==> config.mk <==
export PLATFORM = sky130hd
export DESIGN_NAME = multicycle_ctrl
export DESIGN_NICKNAME = d
export VERILOG_FILES = /design/src/rtl/multicycle_ctrl.sv
export SDC_FILE = /design/constraint.sdc
export NUM_CORES = 1
export LEC_CHECK = 0
export ABC_AREA = 1
export CAP_MARGIN = 20
export CORE_ASPECT_RATIO = 1.5
export CORE_UTILIZATION = 48
export CTS_CLUSTER_SIZE = 12
export DETAILED_ROUTE_END_ITERATION = 8
export PLACE_DENSITY = 0.81
export SLEW_MARGIN = 20
export SYNTH_ARGS = -nofsm -noshare
export SYNTH_HDL_FRONTEND = slang
export SYNTH_SLANG_ARGS = --single-unit
export TNS_END_PERCENT = 50
==> constraint.sdc <==
create_clock -name clk -period 2.51 [get_ports clk]
set_input_delay 0.502 -clock clk [delete_from_list [all_inputs] [get_ports clk]]
set_output_delay 0.502 -clock clk [all_outputs]
set_load 0.005 [all_outputs]
==> src/rtl/multicycle_ctrl.sv <==
// rtl/multicycle_ctrl.sv - multicycle MIPS-style control FSM with fetch counter
// Moore outputs decoded from state; FETCH enables and DECODE illegal also depend on inputs.
module multicycle_ctrl #(
   parameter int STATE_W = 4
) (
   input  logic               clk,
   input  logic               rst,
   input  logic [5:0]         op,
   input  logic [5:0]         funct,
   input  logic               mem_ready,
   output logic               pc_write,
   output logic               pc_write_cond,
   output logic               iord,
   output logic               mem_read,
   output logic               mem_write,
   output logic               ir_write,
   output logic               reg_write,
   output logic               alu_src_a,
   output logic [1:0]         alu_src_b,
   output logic [2:0]         alu_op,
   output logic [1:0]         reg_dst,
   output logic [1:0]         mem_to_reg,
   output logic [1:0]         pc_source,
   output logic               illegal,
   output logic [STATE_W-1:0] state,
   output logic [31:0]        instr_count
);

   typedef enum logic [3:0] {
      S_FETCH  = 4'd0,  S_DECODE = 4'd1,  S_MEMADR = 4'd2,  S_MEMRD  = 4'd3,
      S_MEMWB  = 4'd4,  S_MEMWR  = 4'd5,  S_EXEC   = 4'd6,  S_ALUWB  = 4'd7,
      S_BRANCH = 4'd8,  S_JUMP   = 4'd9,  S_ADDIEX = 4'd10, S_ADDIWB = 4'd11,
      S_JAL    = 4'd12, S_JR     = 4'd13
   } state_t;

   localparam logic [5:0] OP_RTYPE = 6'b000000;
   localparam logic [5:0] OP_LW    = 6'b100011;
   localparam logic [5:0] OP_SW    = 6'b101011;
   localparam logic [5:0] OP_BEQ   = 6'b000100;
   localparam logic [5:0] OP_J     = 6'b000010;
   localparam logic [5:0] OP_JAL   = 6'b000011;
   localparam logic [5:0] OP_ADDI  = 6'b001000;
   localparam logic [5:0] FN_JR    = 6'b001000;

   state_t cur, nxt;

   always_ff @(posedge clk or posedge rst) begin
      if (rst) cur <= S_FETCH;
      else     cur <= nxt;
   end

   always_ff @(posedge clk or posedge rst) begin
      if (rst)                               instr_count <= 32'd0;
      else if (cur == S_FETCH && mem_ready)  instr_count <= instr_count + 32'd1;
   end

   always_comb begin
      nxt           = S_FETCH;
      pc_write      = 1'b0;
      pc_write_cond = 1'b0;
      iord          = 1'b0;
      mem_read      = 1'b0;
      mem_write     = 1'b0;
      ir_write      = 1'b0;
      reg_write     = 1'b0;
      alu_src_a     = 1'b0;
      alu_src_b     = 2'b00;
      alu_op        = 3'b000;
      reg_dst       = 2'b00;
      mem_to_reg    = 2'b00;
      pc_source     = 2'b00;
      illegal       = 1'b0;
      case (cur)
         S_FETCH: begin
            mem_read  = 1'b1;
            alu_src_b = 2'b01;
            ir_write  = mem_ready;
            pc_write  = mem_ready;
            nxt       = mem_ready ? S_DECODE : S_FETCH;
         end
         S_DECODE: begin
            alu_src_b = 2'b11;
            case (op)
               OP_RTYPE:     nxt = (funct == FN_JR) ? S_JR : S_EXEC;
               OP_LW, OP_SW: nxt = S_MEMADR;
               OP_BEQ:       nxt = S_BRANCH;
               OP_J:         nxt = S_JUMP;
               OP_JAL:       nxt = S_JAL;
               OP_ADDI:      nxt = S_ADDIEX;
               default:      illegal = 1'b1;
            endcase
         end
         S_MEMADR, S_ADDIEX: begin
            alu_src_a = 1'b1;
            alu_src_b = 2'b10;
            if (cur == S_ADDIEX) nxt = S_ADDIWB;
            else                 nxt = (op == OP_SW) ? S_MEMWR : S_MEMRD;
         end
         S_MEMRD: begin
            mem_read = 1'b1;
            iord     = 1'b1;
            nxt      = mem_ready ? S_MEMWB : S_MEMRD;
         end
         S_MEMWR: begin
            mem_write = 1'b1;
            iord      = 1'b1;
            nxt       = mem_ready ? S_FETCH : S_MEMWR;
         end
         S_MEMWB: begin
            reg_write  = 1'b1;
            mem_to_reg = 2'b01;
         end
         S_EXEC: begin
            alu_src_a = 1'b1;
            alu_op    = 3'b010;
            nxt       = S_ALUWB;
         end
         S_ALUWB: begin
            reg_write = 1'b1;
            reg_dst   = 2'b01;
         end
         S_ADDIWB: reg_write = 1'b1;
         S_BRANCH: begin
            alu_src_a     = 1'b1;
            alu_op        = 3'b001;
            pc_write_cond = 1'b1;
            pc_source     = 2'b01;
         end
         S_JUMP: begin
            pc_write  = 1'b1;
            pc_source = 2'b10;
         end
         S_JR: begin
            pc_write  = 1'b1;
            pc_source = 2'b11;
         end
         S_JAL: begin
            reg_write  = 1'b1;
            reg_dst    = 2'b10;
            mem_to_reg = 2'b10;
            pc_write   = 1'b1;
            pc_source  = 2'b10;
         end
         default: nxt = S_FETCH;
      endcase
      // Reset must silence every enable at once, not only after the next edge.
      if (rst) begin
         pc_write  = 1'b0;
         ir_write  = 1'b0;
         mem_read  = 1'b0;
         alu_src_b = 2'b00;
         illegal   = 1'b0;
      end
   end

   assign state = STATE_W'(cur);

endmodule

; Word level (Yosys, flattened, before mapping)
; Index checks and enable logic that the tools add are counted.
[word_totals]
regBits = 36
inputBits = 15
out_inout_bits = 56
elab_cells = 63
[op_classes]
add_sub_neg = 1
n_eq_ne = 20
muxes = 28
reduce_logical = 12
[ops]
columns = op, n
row1 = 4-bit case mux with 6 select lines, 2
row2 = 32-bit by 1-bit adder with 32-bit output (second input constant), 1
row3 = 4-bit equality test (second input constant), 6
row4 = 4-bit by 3-bit equality test with 1-bit output (second input constant), 4
row5 = 1-bit two-way mux, 14
row6 = 6-bit by 2-bit equality test with 1-bit output (second input constant), 2
row7 = 6-bit by 4-bit equality test with 1-bit output (second input constant), 2
row8 = 6-bit equality test (second input constant), 2
row9 = 2-bit case mux with 2 select lines, 3
row10 = 2-bit case mux with 3 select lines, 2
row11 = 2-bit OR reduction, 5
row12 = 3-bit two-way mux, 3
row13 = 4-bit by 2-bit equality test with 1-bit output (second input constant), 2
row14 = 4-bit two-way mux, 2
row15 = 4-bit OR reduction, 2
row16 = 7-bit OR reduction, 1
row17 = 6-bit by 3-bit equality test with 1-bit output (second input constant), 1
row18 = 6-bit zero test, 1
row19 = 4-bit by 1-bit equality test with 1-bit output (second input constant), 1
row20 = 4-bit zero test, 1
row21 = 3-bit OR reduction, 1
row22 = 2-bit two-way mux, 1
row23 = 1-bit case mux with 2 select lines, 1
row24 = 1-bit logical AND, 1

; Depth between registers and ports, before layout
[logic_depth]
ltp_word = 5
depth_mapped = 10

; Worst setup path after synthesis
; Ideal clock, no wire load.
[synth_path]
path_type = input-to-output
startpoint = input port rst
endpoint = output port illegal
arrival_ns = 1.676
required_time_ns = 2.008
slack_ns = 0.332
cell_stages = 3
path_buffers = 0
path_cell_list = inv_1 -> nand3_1 -> nor3b_1
[synth_via]
elab_chain_cells = 1
[synth_rtl]
columns = element, line_no
row1 = from (decl), 7  ; input logic rst,
row2 = 1-bit two-way mux, 147  ; if (rst) begin
row3 = to (decl), 24  ; output logic illegal,
; Every way passes these cells.

; Worst setup path after layout
[layout_path]
startpoint = register cur[0] (netlist: state[0])
endpoint = output port pc_write
[layout_via]
elab_chain_cells = 4
[layout_rtl]
columns = element, line_no
row1 = from (decl), 45  ; state_t cur, nxt;
row2 = from (signal assigned), 49  ; else cur <= nxt;
row3 = 4-bit equality test, 73  ; case (cur)
row4 = 3-bit OR reduction (no line), --
row5 = 1-bit case mux with 2 select lines *, 73
row6 = 1-bit two-way mux *, 147
row7 = to (decl), 11  ; output logic pc_write,
; Every way passes the cells marked *; elsewhere a longest branch is shown, timed or not.

==> impl_metrics.yaml <==
detailed_routing:
  via_count: 2627
  wl_microns: 6860
  ant_nets: 0
  drc_errors: 0
  wl_per_cell_microns: 13.3
  first_pass_iters: 4
  vias_per_cell: 5.08
  first_iter_violations: 145
synthesis:
  yosysWarnings: 0
  synth_compound_area_share_pct: 3.01
  synth_mux_area_share_pct: 0
  synth_xor_area_share_pct: 6.78
  syn_area_sq_um: 2450
  synthDistinctLibCells: 28
  synth_adder_area_share_pct: 0.510
  syn_nets: 381
  synth_area_per_cell_sq_um: 6.72
  synth-simple-area-share_pct: 45.4
  synth_seq_cells: 36
  synth_top_family_by_area: "simple AND/OR/NAND/NOR gates"
  yosysSeqAreaShare_pct: 36.7
  syn-instance-count: 365
floorplanning:
  die_y_microns: 89.6
  start_util_pct: 50.2
  io_pins: 71
  rows: 31
  coreArea_sq_um: 4890
  dieArea_sq_um: 5410
  die_w_microns: 60.4
clock_tree:
  cts.path.max_buffers: 2
  cts_tree: "built"
  cts_setup_buffers: 0
  clock_latency_ns: 0.29
  cts.sinks: 36
  h-tree-depth: 2
  cts_root_buf: "clkbuf_8"
  path_clk_slew_ns: 0.07
  hold_buffers: 0
  cts_made_buffers: 5
sta:
  hold_violations: 0
  finalCriticalPeriod_ns: 2.42
  finalCritPeriodShare_pct: 96.6
  rsz0062_at_grt: "no"
  clock_skew_ns: 0.00487
  fmax_mhz: 413
  whs_ns: 0.513
  slew_violations: 0
  setup_slack_ns: 0.0863
  setup_viol: 0
layout:
  syn_to_final_growth_pct: 39.7
  antenna_cells: 0
  final_util_pct: 70.1
  drive_gt1_share_pct: 10.4
  nNetsFinal: 466
  fillers: 425
global_routing:
  grtUsageTotal_pct: 28.0
  grt_max_degree: 37
  grt_pass1_wl_microns: 11200
  antenna_found_initial: 0
  overflow: 0
  grt_pass1_vias: 2579
outcome:
  status: "finished, final reports clean"
job:
  drv_cap: 0
setup_path:
  crit_type: "reg2out"
  path_max_fanout: 7
  worstPathRequired_ns: 2.01
  cp-start-kind: "flop"
  worst_setup_path_end_kind: "output port"
  reg2reg_slack_ns: 0.71
  cp.arrival_ns: 1.92
power_and_ir_drop:
  powerDensity_nw_per_um2: 567
  leakage_nw: 1.61
  peakVddDrop_mv: 0.368
place:
  place_ws_ns: -0.241
  port_buffers: 69
  gp_congestion: 0.919
  hpwlAfterDp_microns: 5620
worst_hold_path:
  hp-class: "reg2reg"
==> stage by stage <==
| step | area [sq um] | std cells | power [mW] | TNS [ns] |
|---|---|---|---|---|
| 3_5_place_dp | 3300 | 509 | 1.48 | -0.241 |
| 6_report | 3430 | 517 | 1.94 | 0 |
| 4_1_cts | 3400 | 517 | 1.92 | -0.0386 |
| 2_1_floorplan | 2450 | 365 | 1.09 | 0 |
| 5_1_grt | 3430 | 517 | 2.06 | 0 |
| 3_3_place_gp | 3300 | 509 | 1.47 | -0.216 |
==> registers in the layout (all words and copies together), names as in the netlist <==
| name | flops |
|---|---|
| instr_count | 32 |
| state | 4 |
==> what timing repair did <==
item / 4_1_cts / 5_1_grt
endpoints found under the setup margin: 3 / 3
pin swaps: 1 / 0
hold endpoints to repair: 0 / 0
resized for setup: 4 / 11
==> cells in the final DEF (no fill, tap or decap), types with 2 or more instances in the layout <==
cell and count:
nand2_1 130, clkdlybuf4s50_1 67, nor2_1 62, inv_1 44
dfrtp_1 32, nand3_1 19, xor2_1 12, buf_4 11
nor2_4 7, nor2_2 7, xnor2_1 7, o21ai_0 6
clkbuf_8 6, nand4_1 5, nor3_1 4, dfrtp_2 4
nand2_4 3, a21oi_1 3, nand3b_1 3, nor2_8 2
nand2_2 2, a31oi_1 2
==> critical path, cell delays in order, from the launching register on <==
cell	delay (ns)
dfrtp_2	0.48
nor2_4	0.17
inv_2	0.10
nor2_1	0.13
a21oi_1	0.08
a21oi_1	0.15
clkdlybuf4s50_1	0.52
==> cells by family after synthesis <==
| logic type | after synthesis |
|---|---|
| other | 1 |
| xor gates and xnor gates | 19 |
| DFF | 36 |
| adders and majority gates | 1 |
| AOI/OAI and AO/OA | 13 |
| buffers and inverters | 47 |
| and+or+nand+nor | 248 |
==> routing by layer <==
layer	global-route usage [%]	vias up	share of wire [%]
met5	0	-	0
met4	16.7	0	4.9
met3	4.34	23	3.6
met2	53.2	78	56
met1	27.2	1237	35
li1	-	1289	-
==> final cells by class <==
| class | instances | area [sq um] | share of cell area, % |
|---|---|---|---|
| Clock buffer | 7 | 86.3 | 2.52 |
| Clock inverter | 1 | 7.51 | 0.219 |
| Inverter | 45 | 169 | 4.93 |
| Multi-Input combinational cell | 282 | 1400 | 40.9 |
| Sequential cell | 36 | 906 | 26.4 |
| Tap cell | 66 | 82.6 | 2.41 |
| Timing Repair Buffer | 80 | 774 | 22.6 |
==> path summary, 6_finish.rpt <==
check | from | to | cells after the start
min in group asynchronous | rst | instr_count[27]$_DFFE_PP0P_ | 3
worst max-delay path | state[0]$_DFF_PP0_ | pc_write | 6
max in group asynchronous | rst | state[2]$_DFF_PP0_ | 3
worst min register to register | instr_count[7]$_DFFE_PP0P_ | instr_count[7]$_DFFE_PP0P_ | 1
worst max register to register | state[3]$_DFF_PP0_ | instr_count[21]$_DFFE_PP0P_ | 7
worst min-delay path | instr_count[7]$_DFFE_PP0P_ | instr_count[7]$_DFFE_PP0P_ | 1
==> cells in the mapped netlist, drive strengths merged <==
cell,n,area (sq um)
ha,1,12.5
buf,2,12.5
xor2,12,105
nor3,5,30.0
nand3b,3,22.5
nand2,135,532
a31oi,2,12.5
and2,1,6.26
xnor2,7,61.3
o21ai,6,30.0
dfrtp,36,901
o21bai,1,7.51
nor3b,1,7.51
a21oi,3,15.0
nor2,78,373
nand3,20,113
o221ai,1,8.76
conb,1,3.75
inv,45,169
nand4,5,31.3
==> power breakdown <==
group	internal (mW)	leakage [nW]	total [mW]	switching, mW
logic	0.360	1.09	0.763	0.403
clock network	0.223	0.0445	0.436	0.213
registers	0.646	0.476	0.743	0.0969
total	1.23	1.61	1.94	0.713
Power figures use the tool's default switching activity.
